--- config.mk ---
export PLATFORM = sky130hd
export DESIGN_NAME = axi4_rd_arbiter
export DESIGN_NICKNAME = d
export VERILOG_FILES = /design/src/rtl/axi4_arb_pkg.sv /design/src/rtl/rr_picker.sv /design/src/rtl/axi4_rd_arbiter.sv
export SDC_FILE = /design/constraint.sdc
export NUM_CORES = 1
export LEC_CHECK = 0
export CAP_MARGIN = 10
export CELL_PAD_IN_SITES_DETAIL_PLACEMENT = 0
export CELL_PAD_IN_SITES_GLOBAL_PLACEMENT = 1
export CORE_MARGIN = 8
export CORE_UTILIZATION = 25
export CTS_BUF_LIST = sky130_fd_sc_hd__clkbuf_8
export CTS_CLUSTER_DIAMETER = 80
export DETAILED_ROUTE_END_ITERATION = 16
export PLACE_DENSITY_LB_ADDON = 0.1
export SLEW_MARGIN = 40
export SYNTH_ARGS = -nofsm -noshare
export SYNTH_HDL_FRONTEND = slang
export SYNTH_SLANG_ARGS = --single-unit
--- constraint.sdc ---
create_clock -name aclk -period 2.1 [get_ports aclk]
set_clock_uncertainty 0.05 [all_clocks]
set_input_delay 0.63 -clock aclk [delete_from_list [all_inputs] [get_ports aclk]]
set_output_delay 0.63 -clock aclk [all_outputs]
set_load 0.02 [all_outputs]
--- src/rtl/axi4_arb_pkg.sv ---
// Shared types for the AXI4 read arbiter: FSM state encoding and AXI burst-length width.
package axi4_arb_pkg;
  typedef enum logic [1:0] {IDLE, ADDR, DATA} arb_state_e;
  localparam int AXI_LEN_W = 8;
endpackage

--- src/rtl/rr_picker.sv ---
// Combinational round-robin picker: first set request searching upward from i_last+1, wrapping.
// Kept free of AXI specifics so the write-side arbiter can reuse it.
module rr_picker #(
  parameter int NM = 2,
  parameter int IW = (NM > 1) ? $clog2(NM) : 1
) (
  input  logic [NM-1:0] i_req,
  input  logic [IW-1:0] i_last,
  output logic [NM-1:0] o_gnt_oh,
  output logic [IW-1:0] o_gnt_idx,
  output logic          o_valid
);
  logic [IW-1:0] w_idx;

  always_comb begin
    o_gnt_oh  = '0;
    o_gnt_idx = '0;
    o_valid   = 1'b0;
    w_idx     = '0;
    // i_last itself is visited last, so the master just served has lowest priority
    for (int k = 1; k <= NM; k++) begin
      w_idx = IW'((int'(i_last) + k) % NM);
      if (!o_valid && i_req[w_idx]) begin
        o_valid         = 1'b1;
        o_gnt_idx       = w_idx;
        o_gnt_oh[w_idx] = 1'b1;
      end
    end
  end
endmodule

--- src/rtl/axi4_rd_arbiter.sv ---
// Round-robin arbiter sharing one AXI4 read port (AR/R subset) among NM masters, one burst in flight.
// Optional AXI_RD_ARB_LEN_CHECK_EN adds a sticky len_err output from an R beat counter.
module axi4_rd_arbiter
  import axi4_arb_pkg::*;
#(
  parameter int NM      = 2,
  parameter int A_WIDTH = 26,
  parameter int D_WIDTH = 16
) (
  input  logic                   aclk,
  input  logic                   aresetn,
  input  logic [NM-1:0]          m_arvalid,
  output logic [NM-1:0]          m_arready,
  input  logic [NM*A_WIDTH-1:0]  m_araddr,
  input  logic [NM*8-1:0]        m_arlen,
  output logic [NM-1:0]          m_rvalid,
  input  logic [NM-1:0]          m_rready,
  output logic                   m_rlast,
  output logic [D_WIDTH-1:0]     m_rdata,
  output logic                   s_arvalid,
  input  logic                   s_arready,
  output logic [A_WIDTH-1:0]     s_araddr,
  output logic [7:0]             s_arlen,
  input  logic                   s_rvalid,
  output logic                   s_rready,
  input  logic                   s_rlast,
  input  logic [D_WIDTH-1:0]     s_rdata
`ifdef AXI_RD_ARB_LEN_CHECK_EN
  ,
  output logic                   len_err
`endif
);
  localparam int IW = (NM > 1) ? $clog2(NM) : 1;

  arb_state_e             r_state;
  logic [IW-1:0]          r_grant;
  logic [IW-1:0]          r_last_grant;
  logic [NM-1:0]          r_gnt_oh;
  logic                   r_arvalid;
  logic [A_WIDTH-1:0]     r_araddr;
  logic [AXI_LEN_W-1:0]   r_arlen;

  logic [A_WIDTH-1:0]     w_addr [NM];
  logic [AXI_LEN_W-1:0]   w_len  [NM];
  logic [NM-1:0]          w_req_oh;
  logic [IW-1:0]          w_req_idx;
  logic                   w_req_vld;
  logic                   w_in_data;
  logic                   w_r_hs;

  for (genvar i = 0; i < NM; i++) begin : g_unpack
    assign w_addr[i] = m_araddr[i*A_WIDTH +: A_WIDTH];
    assign w_len[i]  = m_arlen[i*AXI_LEN_W +: AXI_LEN_W];
  end

  rr_picker #(.NM(NM), .IW(IW)) u_picker (
    .i_req     (m_arvalid),
    .i_last    (r_last_grant),
    .o_gnt_oh  (w_req_oh),
    .o_gnt_idx (w_req_idx),
    .o_valid   (w_req_vld)
  );

  always_ff @(posedge aclk or negedge aresetn) begin
    if (!aresetn) begin
      r_state      <= IDLE;
      r_grant      <= '0;
      r_last_grant <= IW'(NM - 1);
      r_gnt_oh     <= '0;
      r_arvalid    <= 1'b0;
      r_araddr     <= '0;
      r_arlen      <= '0;
    end else begin
      case (r_state)
        IDLE: if (w_req_vld) begin
          r_grant   <= w_req_idx;
          r_gnt_oh  <= w_req_oh;
          r_araddr  <= w_addr[w_req_idx];
          r_arlen   <= w_len[w_req_idx];
          r_arvalid <= 1'b1;
          r_state   <= ADDR;
        end
        ADDR: if (s_arready) begin
          r_arvalid <= 1'b0;
          r_state   <= DATA;
        end
        DATA: if (w_r_hs && s_rlast) begin
          r_last_grant <= r_grant;
          r_state      <= IDLE;
        end
        default: r_state <= IDLE;
      endcase
    end
  end

  // AR request is replayed from the capture registers, so m_arvalid may change after grant
  assign s_arvalid = r_arvalid;
  assign s_araddr  = r_araddr;
  assign s_arlen   = r_arlen;
  assign m_arready = (r_arvalid && s_arready) ? r_gnt_oh : '0;

  assign w_in_data = (r_state == DATA);
  assign s_rready  = w_in_data && m_rready[r_grant];
  assign m_rvalid  = (w_in_data && s_rvalid) ? r_gnt_oh : '0;
  assign m_rdata   = s_rdata;
  assign m_rlast   = s_rlast;
  assign w_r_hs    = s_rvalid && s_rready;

`ifdef AXI_RD_ARB_LEN_CHECK_EN
  logic [AXI_LEN_W-1:0] r_beats;
  logic                 r_len_err;

  // Counter holds beats remaining after the current one; rlast must coincide with zero
  always_ff @(posedge aclk or negedge aresetn) begin
    if (!aresetn) begin
      r_beats   <= '0;
      r_len_err <= 1'b0;
    end else begin
      if (r_arvalid && s_arready) r_beats <= r_arlen;
      if (w_r_hs) begin
        if (s_rlast != (r_beats == '0)) r_len_err <= 1'b1;
        if (r_beats != '0) r_beats <= r_beats - 1'b1;
      end
    end
  end

  assign len_err = r_len_err;
`endif
endmodule

# Yosys cells after proc, flatten, opt, wreduce, memory -nomap -nowiden
# Cells that the tools add are included.
totals:
  regBits: 41
  input_bits: 93
  output_inout_bits: 57
  wordCells: 68
classes:
  bitwise_logic: 2
  n_eq_ne: 5
  addsub: 2
  reduce_logical: 15
  n_lt_le_gt_ge: 6
  n_mux: 31
op_table:
  columns: ["op", "count"]
  rows:
  - ["26-bit two-way mux", 3]
  - ["8-bit two-way mux", 3]
  - ["1-bit two-way mux", 14]
  - ["2-bit two-way mux", 7]
  - ["1-bit logical AND", 8]
  - ["1-bit by 2-bit less-than comparator with 1-bit output (second input constant)", 3]
  - ["2-bit one-hot mux with 3 select lines", 1]
  - ["3-bit AND reduction", 2]
  - ["2-bit by 1-bit != test with 1-bit output (second input constant)", 2]
  - ["2-bit AND reduction", 2]
  - ["1-bit adder (second input constant)", 2]
  - ["1-bit demux with 1-bit select", 2]
  - ["2-bit by 1-bit equality test with 1-bit output (second input constant)", 1]
  - ["2-bit equality test (second input constant)", 1]
  - ["1-bit >= comparator (second input constant)", 2]
  - ["2-bit >= comparator (second input constant)", 1]
  - ["2-bit logical NOT", 1]
  - ["2-bit != test (second input constant)", 1]
  - ["1-bit inverter with 2-bit output", 1]
  - ["2-bit bitwise OR", 1]
  - ["1-bit one-hot mux with 2 select lines", 1]
  - ["2-bit nonzero test", 1]
  - ["1-bit logical NOT", 1]

# Logic depth before layout (Yosys ltp)
depth:
  word_depth: 11
  depth_mapped: 6
  ltp_nobuf: 3

# By module
# A second synthesis with hierarchy kept.
unflattened:
  hier_cells: 202
  area_unflattened_um2: 2178.3
by_module_without_submodules:
  columns: ["module", "area_per_inst_um2", "instances", "seq_area_each_um2", "cells_per_inst"]
  rows:
  - ["axi4_rd_arbiter", 2145.8, 1, 1027.2, 197]
  - ["rr_picker", 32.5, 1, 0.0, 5]

# Worst setup path after synthesis
# OpenSTA, ideal clock, no wires.
synth_path:
  kind: "in2out"
  startpoint: "input m_rready[1]"
  endpoint: "output s_rready"
  n_path_buf: 0
  arrival_ns: 1.016
  t_required_ns: 1.420
  setup_slack_ns: 0.404
  path_stages: 2
  path_cell_list: "mux2i_1 -> nor2_1"
synth_between:
  elab_chain_len: 3
synth_lines:
  columns: ["element", "line", "rtl"]
  rows:
  - ["from (decl)", "axi4_rd_arbiter.sv:17", "input logic [NM-1:0] m_rready,"]
  - ["1-bit two-way mux (implied by the code) (2 in a row)", "axi4_rd_arbiter.sv:103", "assign s_rready = w_in_data && m_rready[r_grant];"]
  - ["1-bit logical AND", "axi4_rd_arbiter.sv:103", null]
  - ["to (decl)", "axi4_rd_arbiter.sv:25", "output logic s_rready,"]
# Every way passes these cells. The select of a mux whose other input is x is not followed.

# Worst setup path in the final report
layout_path:
  startpoint: "register r_araddr[5] (netlist: s_araddr[5])"
  endpoint: "output s_araddr[5]"
layout_lines:
  columns: ["element", "line", "rtl"]
  rows:
  - ["from (decl)", "axi4_rd_arbiter.sv:40", "logic [A_WIDTH-1:0] r_araddr;"]
  - ["from (signal assigned)", "axi4_rd_arbiter.sv:78", "r_araddr <= w_addr[w_req_idx];"]
  - ["to (decl)", "axi4_rd_arbiter.sv:22", "output logic [A_WIDTH-1:0] s_araddr,"]
# No word-level cell between the ends.

==> results.sh <==
export IMPL_routedWlPerCell_um=16.67
export IMPL_crit_path_max_fanout=2
export IMPL_insertion_delay_ns=0.29
export IMPL_cts_tree="built"
export IMPL_finalHoldWorstSlack_ns=0.2572
export IMPL_drc=0
export IMPL_grt_max_degree=35
export IMPL_fin_area_sq_um=3482
export IMPL_hold_class="input pin to asynchronous set/reset pin"
export IMPL_max_cap_violations=0
export IMPL_p_comb_frac=0.575
export IMPL_diodes=0
export IMPL_synth_top_area_cell="dfrtp_1"
export IMPL_fmax_ghz=0.5072
export IMPL_place_congestion=0.6782
export IMPL_fin_crit_sh=0.9388
export IMPL_first_pass_iters=4
export IMPL_critPathMaxStageDelay_ns=0.64
export IMPL_preCtsSetupSlack_ns=-0.4741
export IMPL_syn2layout_area_growth_pct=61.24
export IMPL_synth_area_sq_um=2160
export IMPL_synth_top_area_share=0.4635
export IMPL_grt_use_total=0.1265
export IMPL_finalSetupTns_ns=0
export IMPL_port_buffers=117
export IMPL_synth_most_common_cell="nand2_1"
export IMPL_yosysWarningCount=0
export IMPL_cts_sinks=41
export IMPL_syn_nets=336
export IMPL_fp_dieW_um=108.9
export IMPL_ys_seq_area_frac=0.4757
export IMPL_crit_required_ns=1.42
export IMPL_dieHeight_um=108.9
export IMPL_drive_above_1_share=0.1322
export IMPL_grt_pass1_wl_um=11800
export IMPL_multi_input_area_sq_um=913.4
export IMPL_ant_nets=0
export IMPL_ys_top_cells_by_area="dfrtp_1 (46%), nand2_1 (13%), a21oi_1 (7.9%)"
export IMPL_p_leak_uw=0.001455
export IMPL_p_sw_uw=1863
export IMPL_ir_worst_vdd_uv=435.8
export IMPL_initial_core_util=0.2526
export IMPL_synthCells=243
export IMPL_seqPwrFrac=0.315
export IMPL_synth_seq_cells=41
export IMPL_core_sq_um=8551
export IMPL_synthArstFlopShare=1.000
export IMPL_clk_pin_slew_ns=0.08
export IMPL_htreeDepth=2
export IMPL_synth_main_ff_cell="dfrtp_1"
export IMPL_placed_area_sq_um=3402
export IMPL_grt_pass1_vias=2300
export IMPL_cts_root_buf="clkbuf_8"
export IMPL_n_fill_cell=892
export IMPL_yosys_top_cells_count="nand2_1 (76), dfrtp_1 (40), a21oi_1 (34)"
export IMPL_crit_type="flip-flop to primary output"
export IMPL_rows=34
export IMPL_slowest_stage="clkdlybuf4s50_1"
export IMPL_hold_violations=0
export IMPL_min_period_ns=1.971
export IMPL_die_area_sq_um=11870
export IMPL_synth_cell_types=25
export IMPL_post_dp_hpwl_um=5558
export IMPL_syn_avg_cell_area_sq_um=8.887
export IMPL_p_per_area_nw_per_um2=1296
export IMPL_drt_vias_per_instance=4.561
export IMPL_boundaryPins=150
export IMPL_worst_setup_path_start_kind="flip-flop"
export IMPL_p_int_uw=2651
export IMPL_path_cells="clkdlybuf4s50_1"
export IMPL_regArea_sq_um=1027
export IMPL_setup_ws_ns=0.1285
export IMPL_cts_buffers=5
export IMPL_cp_arrival_ns=1.29
export IMPL_grt_setup_unrepaired="no"
export IMPL_synth_edf_count=0
export IMPL_via_count=2080
export IMPL_grt_overflow_total=0
export IMPL_finalMaxSlewViolations=0
export IMPL_drtIter0Drc=46
export IMPL_fin_nets=440
export IMPL_cp_top_family="buffers and inverters"
export IMPL_wirelength_um=7602
export IMPL_netSwitchingFraction=0.4127
export IMPL_clock_power_share=0.110
export IMPL_path_buf_inv=1
export IMPL_outcome="finished clean"
export IMPL_slew_headroom=0.6569
export IMPL_antenna_found_initial=0
export IMPL_cp_end_kind="primary output"
export IMPL_setup_viol=0
export IMPL_tightest_slew_ns=0.5147
export IMPL_clockBufferDepth=2
==> final timing paths <==
kind                                end   startpoint  slack [ns]  cells after the start
min in group aclk             s_arvalid    s_arvalid        0.48                      2
setup reg to reg           s_araddr[17]   r_state[0]        0.58                      4
hold / removal              s_araddr[2]      aresetn        0.26                      1
setup / recovery            s_araddr[5]  s_araddr[5]        0.13                      1
hold reg to reg               s_arvalid    s_arvalid        0.48                      2
max in group asynchronous  r_last_grant      aresetn        1.16                      2
==> kinds of logic after synthesis <==
kind of cell           count (synthesis)  synth area share
buffers and inverters                 36            0.1130
AOI/OAI and AO/OA                     74            0.2312
muxes                                  2          0.009849
and+or+nand+nor                       90            0.1703
DFF                                   41            0.4757
==> sequential cells by signal (all words and copies together), names as in the netlist <==
signal and cells:
s_araddr 26, r_last_grant 1, s_arvalid 1, r_gnt_oh 2, r_state 2, s_arlen 8
r_grant 1
==> cell usage in the layout, fill, tap and decap left out, drive strengths merged <==
cell	Yosys	routed
clkdlybuf4s50	0	106
nand2	76	76
dfrtp	40	40
a21oi	34	34
a31oi	34	34
buf	28	22
clkbuf	8	6
and3	4	4
inv	0	3
nor2	3	3
nand2b	2	2
a22o	2	2
dlymetal6s2s	0	2
dlygate4sd2	0	2
mux2i	1	1
nor2b	1	1
a21boi	1	1
or2	1	1
nor3	1	1
mux2	1	1
nand3b	1	1
and2	1	1
a21bo	1	1
a32o	1	1
o21ai	1	1
dfstp	1	1
==> power groups by stage <==
stage               combinational (uW)  clock [uW]  sequential, uW
finish                            2590         496            1420
global route                      2820         546            1480
CTS                               2650         520            1430
detailed placement                2650           0            1440
global placement                  2650           0            1430
floorplan                         1040           0            1830
==> timing repair <==
item	4_1_cts	5_1_grt
gates cloned	0	0
setup endpoints to repair	6	4
pin swaps	1	1
resized for setup	30	5
hold buffers	0	0
buffers inserted	0	0
==> per-layer routing <==
| layer | global-route usage | wire, um | vias up |
|---|---|---|---|
| met2 | 0.2114 | 3642 | 66 |
| met3 | 0.05615 | 757 | 14 |
| met4 | 0.03519 | 71 | 0 |
| met5 | 0 | 0 | - |
| li1 | - | - | 1025 |
| met1 | 0.1430 | 3130 | 975 |
==> cell type report <==
type,instances,area share
Clock buffer,5,0.01976
Clock inverter,3,0.003234
Multi-Input combinational cell,166,0.2623
Sequential cell,41,0.2950
Tap cell,108,0.03881
Timing Repair Buffer,133,0.3809
==> stage by stage <==
step / utilization / cells / total power (uW)
4_1_cts: 0.4062 / 456 / 4603
2_1_floorplan: - / 243 / 2877
3_3_place_gp: 0.3979 / 448 / 4077
5_1_grt: 0.4072 / 456 / 4850
6_report: 0.4072 / 456 / 4513
3_5_place_dp: 0.3979 / 448 / 4093
(Power assumes the default switching activity.)
